--- config.mk ---
export PLATFORM = sky130hd
export DESIGN_NAME = tx_stream_arbiter
export DESIGN_NICKNAME = d
export VERILOG_FILES = /design/src/rtl/mpu_pkg.sv /design/src/rtl/frame_len_guard.sv /design/src/rtl/tx_stream_arbiter.sv
export SDC_FILE = /design/constraint.sdc
export NUM_CORES = 1
export LEC_CHECK = 0
export CAP_MARGIN = 10
export CORE_MARGIN = 3
export CORE_UTILIZATION = 33
export DETAILED_ROUTE_END_ITERATION = 12
export GPL_ROUTABILITY_DRIVEN = 0
export PLACE_DENSITY = 0.57
export SYNTH_ARGS = -nofsm -noshare
export SYNTH_HDL_FRONTEND = slang
export SYNTH_SLANG_ARGS = --single-unit
--- constraint.sdc ---
create_clock -name clk_i -period 2.2 [get_ports clk_i]
set_input_delay 0.33 -clock clk_i [delete_from_list [all_inputs] [get_ports clk_i]]
set_output_delay 0.33 -clock clk_i [all_outputs]
set_load 0.1 [all_outputs]
--- src/rtl/mpu_pkg.sv ---
// Shared definitions for the TX stream arbiter.
//   tx_arb_state_t : arbiter FSM state encoding
//   FRAME_CNT_W    : width of the per-source frame counters
//   cnt_w()        : counter width for a range of n values, never below 1 bit
package mpu_pkg;

  localparam int unsigned FRAME_CNT_W = 16;

  typedef enum logic [1:0] {
    StIdle,
    StPass,
    StDrop,
    StGap
  } tx_arb_state_t;

  function automatic int unsigned cnt_w(input int unsigned n);
    return (n <= 1) ? 1 : $clog2(n);
  endfunction

endpackage

--- src/rtl/frame_len_guard.sv ---
// Per-frame byte counter with maximum-length detection.
//   clk_i/rst_i  : clock, synchronous active-high reset
//   start_i      : grant pulse, zeroes the byte counter
//   beat_i       : output handshake while passing a frame
//   src_last_i   : last flag of the selected source on this beat
//   first_o      : counter is at the first byte of the frame
//   at_max_o     : counter is at the final permitted byte (MAX_LEN-1)
//   trunc_o      : this beat is the final permitted byte but not the source last
module frame_len_guard
  import mpu_pkg::*;
#(
  parameter int unsigned MAX_LEN = 1024
) (
  input  logic clk_i,
  input  logic rst_i,
  input  logic start_i,
  input  logic beat_i,
  input  logic src_last_i,
  output logic first_o,
  output logic at_max_o,
  output logic trunc_o
);

  localparam int unsigned CntW = cnt_w(MAX_LEN);
  localparam logic [CntW-1:0] LastIdx = CntW'(MAX_LEN - 1);

  logic [CntW-1:0] byte_cnt_q, byte_cnt_d;

  always_comb begin
    byte_cnt_d = byte_cnt_q;
    if (start_i) begin
      byte_cnt_d = '0;
    end else if (beat_i) begin
      byte_cnt_d = byte_cnt_q + CntW'(1);
    end
  end

  always_ff @(posedge clk_i) begin
    if (rst_i) begin
      byte_cnt_q <= '0;
    end else begin
      byte_cnt_q <= byte_cnt_d;
    end
  end

  assign first_o  = (byte_cnt_q == '0);
  assign at_max_o = (byte_cnt_q == LastIdx);
  assign trunc_o  = beat_i & at_max_o & ~src_last_i;

endmodule

--- src/rtl/tx_stream_arbiter.sv ---
// Packet-granular arbiter sharing one TX byte stream between two AXI-stream sources.
// Source 0 has priority, source 1 is protected from starvation by a streak limit.
// The grant is held for a whole frame; frames are truncated at MAX_LEN and followed
// by GAP_CYCLES idle cycles.
//   clk_i/rst_i          : clock, synchronous active-high reset
//   enable_i             : permits new grants
//   s0_axis_* / s1_axis_*: byte sources (valid/ready/last/data)
//   m_axis_*             : output stream towards tx_chain, with start-of-packet flag
//   err_clr_i            : clears err_oversize_o
//   err_oversize_o       : sticky truncation flag
//   busy_o               : FSM not idle
//   frame_cnt0_o/1_o     : frames emitted per source, wrapping
module tx_stream_arbiter
  import mpu_pkg::*;
#(
  parameter int unsigned MAX_LEN       = 1024,
  parameter int unsigned GAP_CYCLES    = 4,
  parameter int unsigned MAX_HI_STREAK = 3
) (
  input  logic                   clk_i,
  input  logic                   rst_i,
  input  logic                   enable_i,
  input  logic                   s0_axis_valid_i,
  output logic                   s0_axis_ready_o,
  input  logic                   s0_axis_last_i,
  input  logic [7:0]             s0_axis_data_i,
  input  logic                   s1_axis_valid_i,
  output logic                   s1_axis_ready_o,
  input  logic                   s1_axis_last_i,
  input  logic [7:0]             s1_axis_data_i,
  output logic                   m_axis_valid_o,
  input  logic                   m_axis_ready_i,
  output logic [7:0]             m_axis_data_o,
  output logic                   m_axis_last_o,
  output logic                   m_axis_sop_o,
  input  logic                   err_clr_i,
  output logic                   err_oversize_o,
  output logic                   busy_o,
  output logic [FRAME_CNT_W-1:0] frame_cnt0_o,
  output logic [FRAME_CNT_W-1:0] frame_cnt1_o
);

  localparam int unsigned HsW  = cnt_w(MAX_HI_STREAK + 1);
  localparam int unsigned GapW = cnt_w(GAP_CYCLES);
  localparam logic [HsW-1:0]  HsMax   = HsW'(MAX_HI_STREAK);
  localparam logic [GapW-1:0] GapLast = GapW'((GAP_CYCLES == 0) ? 0 : GAP_CYCLES - 1);
  localparam tx_arb_state_t   PostFrame = (GAP_CYCLES == 0) ? StIdle : StGap;

  tx_arb_state_t          state_q, state_d;
  logic                   sel_q, sel_d;
  logic [HsW-1:0]         hi_streak_q, hi_streak_d;
  logic [GapW-1:0]        gap_cnt_q, gap_cnt_d;
  logic                   err_q, err_d;
  logic [FRAME_CNT_W-1:0] frame_cnt0_q, frame_cnt0_d;
  logic [FRAME_CNT_W-1:0] frame_cnt1_q, frame_cnt1_d;

  logic       s_valid, s_last;
  logic [7:0] s_data;
  logic       grant, grant_s1;
  logic       first, at_max, trunc;
  logic       pass_hs, out_last_hs, drop_done, gap_done;

  // Selected-source view
  assign s_valid = sel_q ? s1_axis_valid_i : s0_axis_valid_i;
  assign s_last  = sel_q ? s1_axis_last_i  : s0_axis_last_i;
  assign s_data  = sel_q ? s1_axis_data_i  : s0_axis_data_i;

  // Source 1 wins when source 0 is absent or has used up its streak allowance
  assign grant_s1 = s1_axis_valid_i & ((hi_streak_q >= HsMax) | ~s0_axis_valid_i);
  assign grant    = (state_q == StIdle) & enable_i & (s0_axis_valid_i | s1_axis_valid_i);

  assign pass_hs     = (state_q == StPass) & s_valid & m_axis_ready_i;
  assign out_last_hs = pass_hs & (s_last | at_max);
  assign drop_done   = (state_q == StDrop) & s_valid & s_last;
  assign gap_done    = (state_q == StGap) & (gap_cnt_q == GapLast);

  frame_len_guard #(
    .MAX_LEN (MAX_LEN)
  ) u_len_guard (
    .clk_i      (clk_i),
    .rst_i      (rst_i),
    .start_i    (grant),
    .beat_i     (pass_hs),
    .src_last_i (s_last),
    .first_o    (first),
    .at_max_o   (at_max),
    .trunc_o    (trunc)
  );

  // State register
  always_ff @(posedge clk_i) begin
    if (rst_i) begin
      state_q <= StIdle;
    end else begin
      state_q <= state_d;
    end
  end

  // Next state
  always_comb begin
    state_d = state_q;
    unique case (state_q)
      StIdle: if (grant) state_d = StPass;
      StPass: begin
        if (trunc) begin
          state_d = StDrop;
        end else if (out_last_hs) begin
          state_d = PostFrame;
        end
      end
      StDrop: if (drop_done) state_d = PostFrame;
      StGap:  if (gap_done) state_d = StIdle;
      default: state_d = StIdle;
    endcase
  end

  // Outputs
  always_comb begin
    s0_axis_ready_o = 1'b0;
    s1_axis_ready_o = 1'b0;
    m_axis_valid_o  = 1'b0;
    m_axis_data_o   = 8'h00;
    m_axis_last_o   = 1'b0;
    m_axis_sop_o    = 1'b0;
    unique case (state_q)
      StPass: begin
        m_axis_valid_o  = s_valid;
        m_axis_data_o   = s_data;
        m_axis_last_o   = s_last | at_max;
        m_axis_sop_o    = first;
        s0_axis_ready_o = ~sel_q & m_axis_ready_i;
        s1_axis_ready_o = sel_q & m_axis_ready_i;
      end
      StDrop: begin
        // Sink the remainder of an oversize frame without forwarding it
        s0_axis_ready_o = ~sel_q;
        s1_axis_ready_o = sel_q;
      end
      default: ;
    endcase
  end

  assign busy_o         = (state_q != StIdle);
  assign err_oversize_o = err_q;
  assign frame_cnt0_o   = frame_cnt0_q;
  assign frame_cnt1_o   = frame_cnt1_q;

  // Datapath bookkeeping
  always_comb begin
    sel_d        = grant ? grant_s1 : sel_q;
    hi_streak_d  = hi_streak_q;
    gap_cnt_d    = '0;
    err_d        = err_q;
    frame_cnt0_d = frame_cnt0_q;
    frame_cnt1_d = frame_cnt1_q;

    if (grant && grant_s1) begin
      hi_streak_d = '0;
    end else if (out_last_hs && !sel_q && (hi_streak_q != HsMax)) begin
      hi_streak_d = hi_streak_q + HsW'(1);
    end

    if (state_q == StGap) begin
      gap_cnt_d = gap_cnt_q + GapW'(1);
    end

    // A truncation in the same cycle as a clear leaves the flag set
    if (trunc) begin
      err_d = 1'b1;
    end else if (err_clr_i) begin
      err_d = 1'b0;
    end

    if (out_last_hs) begin
      if (sel_q) begin
        frame_cnt1_d = frame_cnt1_q + FRAME_CNT_W'(1);
      end else begin
        frame_cnt0_d = frame_cnt0_q + FRAME_CNT_W'(1);
      end
    end
  end

  always_ff @(posedge clk_i) begin
    if (rst_i) begin
      sel_q        <= 1'b0;
      hi_streak_q  <= '0;
      gap_cnt_q    <= '0;
      err_q        <= 1'b0;
      frame_cnt0_q <= '0;
      frame_cnt1_q <= '0;
    end else begin
      sel_q        <= sel_d;
      hi_streak_q  <= hi_streak_d;
      gap_cnt_q    <= gap_cnt_d;
      err_q        <= err_d;
      frame_cnt0_q <= frame_cnt0_d;
      frame_cnt1_q <= frame_cnt1_d;
    end
  end

endmodule
==> results.txt <==
The cell at the root of the clock tree is clkbuf_8. The total number of yosys warnings came out at 0. The number of maximum-capacitance constraint violations came out at 0. In this run the remaining antenna-violating nets after routing total 0. The number of global-route vias before repair came out at roughly 2700. The endpoint class of the critical path is an output port. Of the available clock period, the critical path in the final layout requires between 90 and 100%. TritonCTS built the clock tree. The first routing iteration left around 120 violations. The top layer reached by signal wires is met4. The library cell used most frequently in the layout, excluding fill and tap cells, is buf_4.

In this run, synthesis inferred 0 flip-flops with an integrated enable. The worst setup path is launched from a flop. The DRC violation count after routing came out at 0. A synthesized cell averages 8.31 sq um. The critical path starts at u_len_guard.byte_cnt_q[0].

The maximum vdd drop is about 0.88 mV. The post-synthesis to final-layout area growth is 38.0%. In this run the critical register-to-register path is captured at frame_cnt1_o[12].

The largest total area in the synthesized netlist belongs to dfxtp_1. The final critical-path required period is 2.07 ns. The power density of the placed cells came out at about 700 nW/um^2. The count of final setup violators is 0. The routed length on met3 came out at around 470 um. The number of standard cells after synthesis is 359. The tightest min-delay check is of the in2reg type. The wire length on met1 came out at around 3700 um.

The total routing resource utilization after global routing came out at 15.4%. Of all flip-flops after synthesis, the portion carrying an async set or reset was 0%. Before antenna repair, the detailed router went through 4 iterations.

The highest cell delay on the worst timing path came out at between 0.4 and 0.5 ns. The total clock buffers created by CTS came out at 5. The number of slew-limit violations in the final report was 0.

The met2 layer wire length in the routed design came out at roughly 3700 um. The setup skew after layout came out at approximately 0.0096 ns. The clock network latency to the later pin of the worst-skew pair came out at around 0.31 ns. The fraction of synthesized area in multiplexers came out at between 8 and 9%. For this configuration, the core starts out at a cell density of about 34%. The required time reported for the critical path endpoint is about 1.9 ns. The boundary pin count is 72.

Entering global routing, the biggest net connects 29 pins. The worst hold path begins at rst_i. The fraction of the mapped netlist area in compound gates came out at 13.9%. Counting every net in the synthesized netlist gives a little under 400. The overall die height came out at ~100 um. The placed wire-length estimate came out at slightly below 6000 um.

The vias after detailed routing is just under 3000. The routed wire length is between 7000 and 8000 um. The post-synthesis sequential area ratio is about 34%. The worst reg-to-reg setup slack came out at between 0.2 and 0.25 ns.

The path with the worst hold slack has its endpoint at err_oversize_o. The maximum frequency from static timing analysis came out at a little under 0.5 GHz. Setup repair after global routing left no endpoint under its margin. The minimum setup slack after placement is approximately 0.032 ns. The fraction of synthesized cell area in xor and xnor cells is around 2.6%.

After clock tree synthesis, the clock-pin slew on the worst setup and hold paths is about 0.090 ns. The first global-routing pass estimated roughly 13000 um of wire. The static leakage came out at between 1 and 1.5 nW. The critical path goes through ha_1 -> and3_1 -> nand3_1 -> a21boi_2 -> buf_12. The area share of and/or/nand/nor cells after synthesis came out at about a third. The number of buffers added to fix hold violations after cts came out at 0. The number of synthesized register bits is 50.

The detail-routed via count per cell is ~5.4. The number of placement rows is 34. For this run, the post-layout net count is 466. The share of the synthesized area in the top cell type came out at between 30% and 40%.

The remaining global-route overflow came out at 0. The CTS sink count is 50. The worst setup path is of the reg2out kind. 0 antenna diodes ended up in the layout.

In the synthesized netlist the dominant register cell turns out to be dfxtp_1. After synthesis, the largest family of logic cells by area is simple AND/OR/NAND/NOR gates. The fraction of the mapped netlist area in adder cells is 4.61%.

The largest fanout on the critical path is 5. The die is around 100 um wide. The critical register-to-register path startpoint is u_len_guard.byte_cnt_q[0]. For the worst flop-to-flop path, the logic depth is 6. Yosys attributes the largest share of cell area to dfxtp_1 (34%), ha_1 (4.6%), nor2b_1 (4.4%). The flow ran to the end, and the final reports show no timing, DRC or antenna violations. The number of input and output port buffers inserted came out at between 70 and 80. The worst path meets setup with 0.132 ns of slack. The initial antenna violation count came out at 0. The endpoint arrival time on the critical path came out at 1.74 ns. Counting instances, the worst hold path has a depth of 2. The tightest slew margin relative to the limit is a little over three fifths.

Hold timing on the final database bottoms out at a slack of around 0.4 ns. The clock tree synthesis step divided the H-tree into 2 levels. In this run the cell area of the synthesized design comes to roughly 3000 sq um. The die area came out at between 10000 and 15000 sq um. The mean routed wirelength per cell came out at about 15 um. The cell with the largest stage delay on the worst path is dfxtp_1. The clock passes through at most 2 buffers.

The ratio of cells with drive above 1 in the final layout is roughly 29%. The worst-margin pin slew came out at ~0.54 ns. The library cells used most frequently in the layout, excluding fill and tap cells, are buf_4 (45), dfxtp_1 (30), nor2_1 (27), a21oi_1 (25), clkdlybuf4s50_1 (23). The total power is between 2 and 3 mW.

The number of hold violations in the final report is 0. Synthesis instantiated 47 different standard cells from the library. In the final timing run, aggregate negative setup slack is 0 ns. The floorplan core area is around 8800 sq um.
-- worst max path at each step --
stage,endpoint,cells past startpoint
global route,m_axis_last_o,5
finish,m_axis_last_o,5
detailed placement,frame_cnt0_o[12],5
floorplan,s0_axis_ready_o,7
global placement,frame_cnt0_o[12],5
CTS,s1_axis_ready_o,7
-- final cells by class --
| cell class | count | area [sq um] |
|---|---|---|
| clock buffer | 5 | 68.8 |
| clock inverter | 3 | 43.8 |
| fill | 854 | 4640 |
| inverter | 11 | 41.3 |
| multi-input combinational | 277 | 1910 |
| sequential | 50 | 1030 |
| tap | 108 | 135 |
| timing repair buffer | 85 | 893 |
-- power by group --
| group | total (mW) | internal [mW] | switching, mW |
|---|---|---|---|
| Clock | 0.677 | 0.342 | 0.335 |
| Sequential | 0.954 | 0.924 | 0.0305 |
| Combinational | 1.25 | 0.472 | 0.781 |
| Total | 2.88 | 1.74 | 1.15 |
-- layer usage --
metal	GRT usage (%)	vias up
met5	0	-
met4	4.91	0
met3	3.67	10
met2	25.6	80
met1	19.7	1365
li1	-	1479
-- logic make-up after synthesis --
| kind of cell | after synthesis |
|---|---|
| AO/OA/AOI/OAI | 65 |
| XOR/XNOR | 9 |
| adder cells (fa/ha/maj) | 11 |
| buffers and inverters | 32 |
| flip-flops | 50 |
| multiplexers | 24 |
| AND/OR/NAND/NOR | 168 |
-- synthesized netlist by cell type (8+ instances only) --
library cell and n:
dfxtp_1 50, nor2_1 29, a21oi_1 25, nand2_1 22, nor2b_1 21, nand3_1 17
clkbuf_1 16, nor4_1 16, or4_1 16, o31ai_1 15, mux2i_1 13, ha_1 11
inv_1 11, mux2_2 11, xnor2_1 9, nand4_1 8, o21ai_0 8
-- through the flow --
stage / utilization [%] / instance area [sq um] / instances
6_report: 47.0 / 4120 / 539
5_1_grt: 47.0 / 4120 / 539
4_1_cts: 46.9 / 4110 / 539
3_5_place_dp: 45.5 / 3990 / 531
3_3_place_gp: 45.5 / 3990 / 531
2_1_floorplan: - / 3040 / 359
-- state kept, by name (all words and copies together) (netlist names) --
register,cells
err_oversize_o,1
frame_cnt0_o,16
frame_cnt1_o,16
gap_cnt_q,2
hi_streak_q,2
sel_q,1
state_q,2
u_len_guard.byte_cnt_q,10
-- timing repair --
action | in CTS | in global routing
setup buffers | 0 | 0
hold endpoints to repair | 0 | 0
cloned | 0 | 0
resized for setup | 2 | 3
endpoints found under the setup margin | 2 | 2
-- critical path, delay by kind of cell (launching register included) --
family / cells / cell delay, ns
flip-flops: 1 / 0.43
AND/OR/NAND/NOR: 2 / 0.35
adder cells (fa/ha/maj): 1 / 0.25
AO/OA/AOI/OAI: 1 / 0.21
buffers and inverters: 1 / 0.19
(Power assumes the default switching activity.)
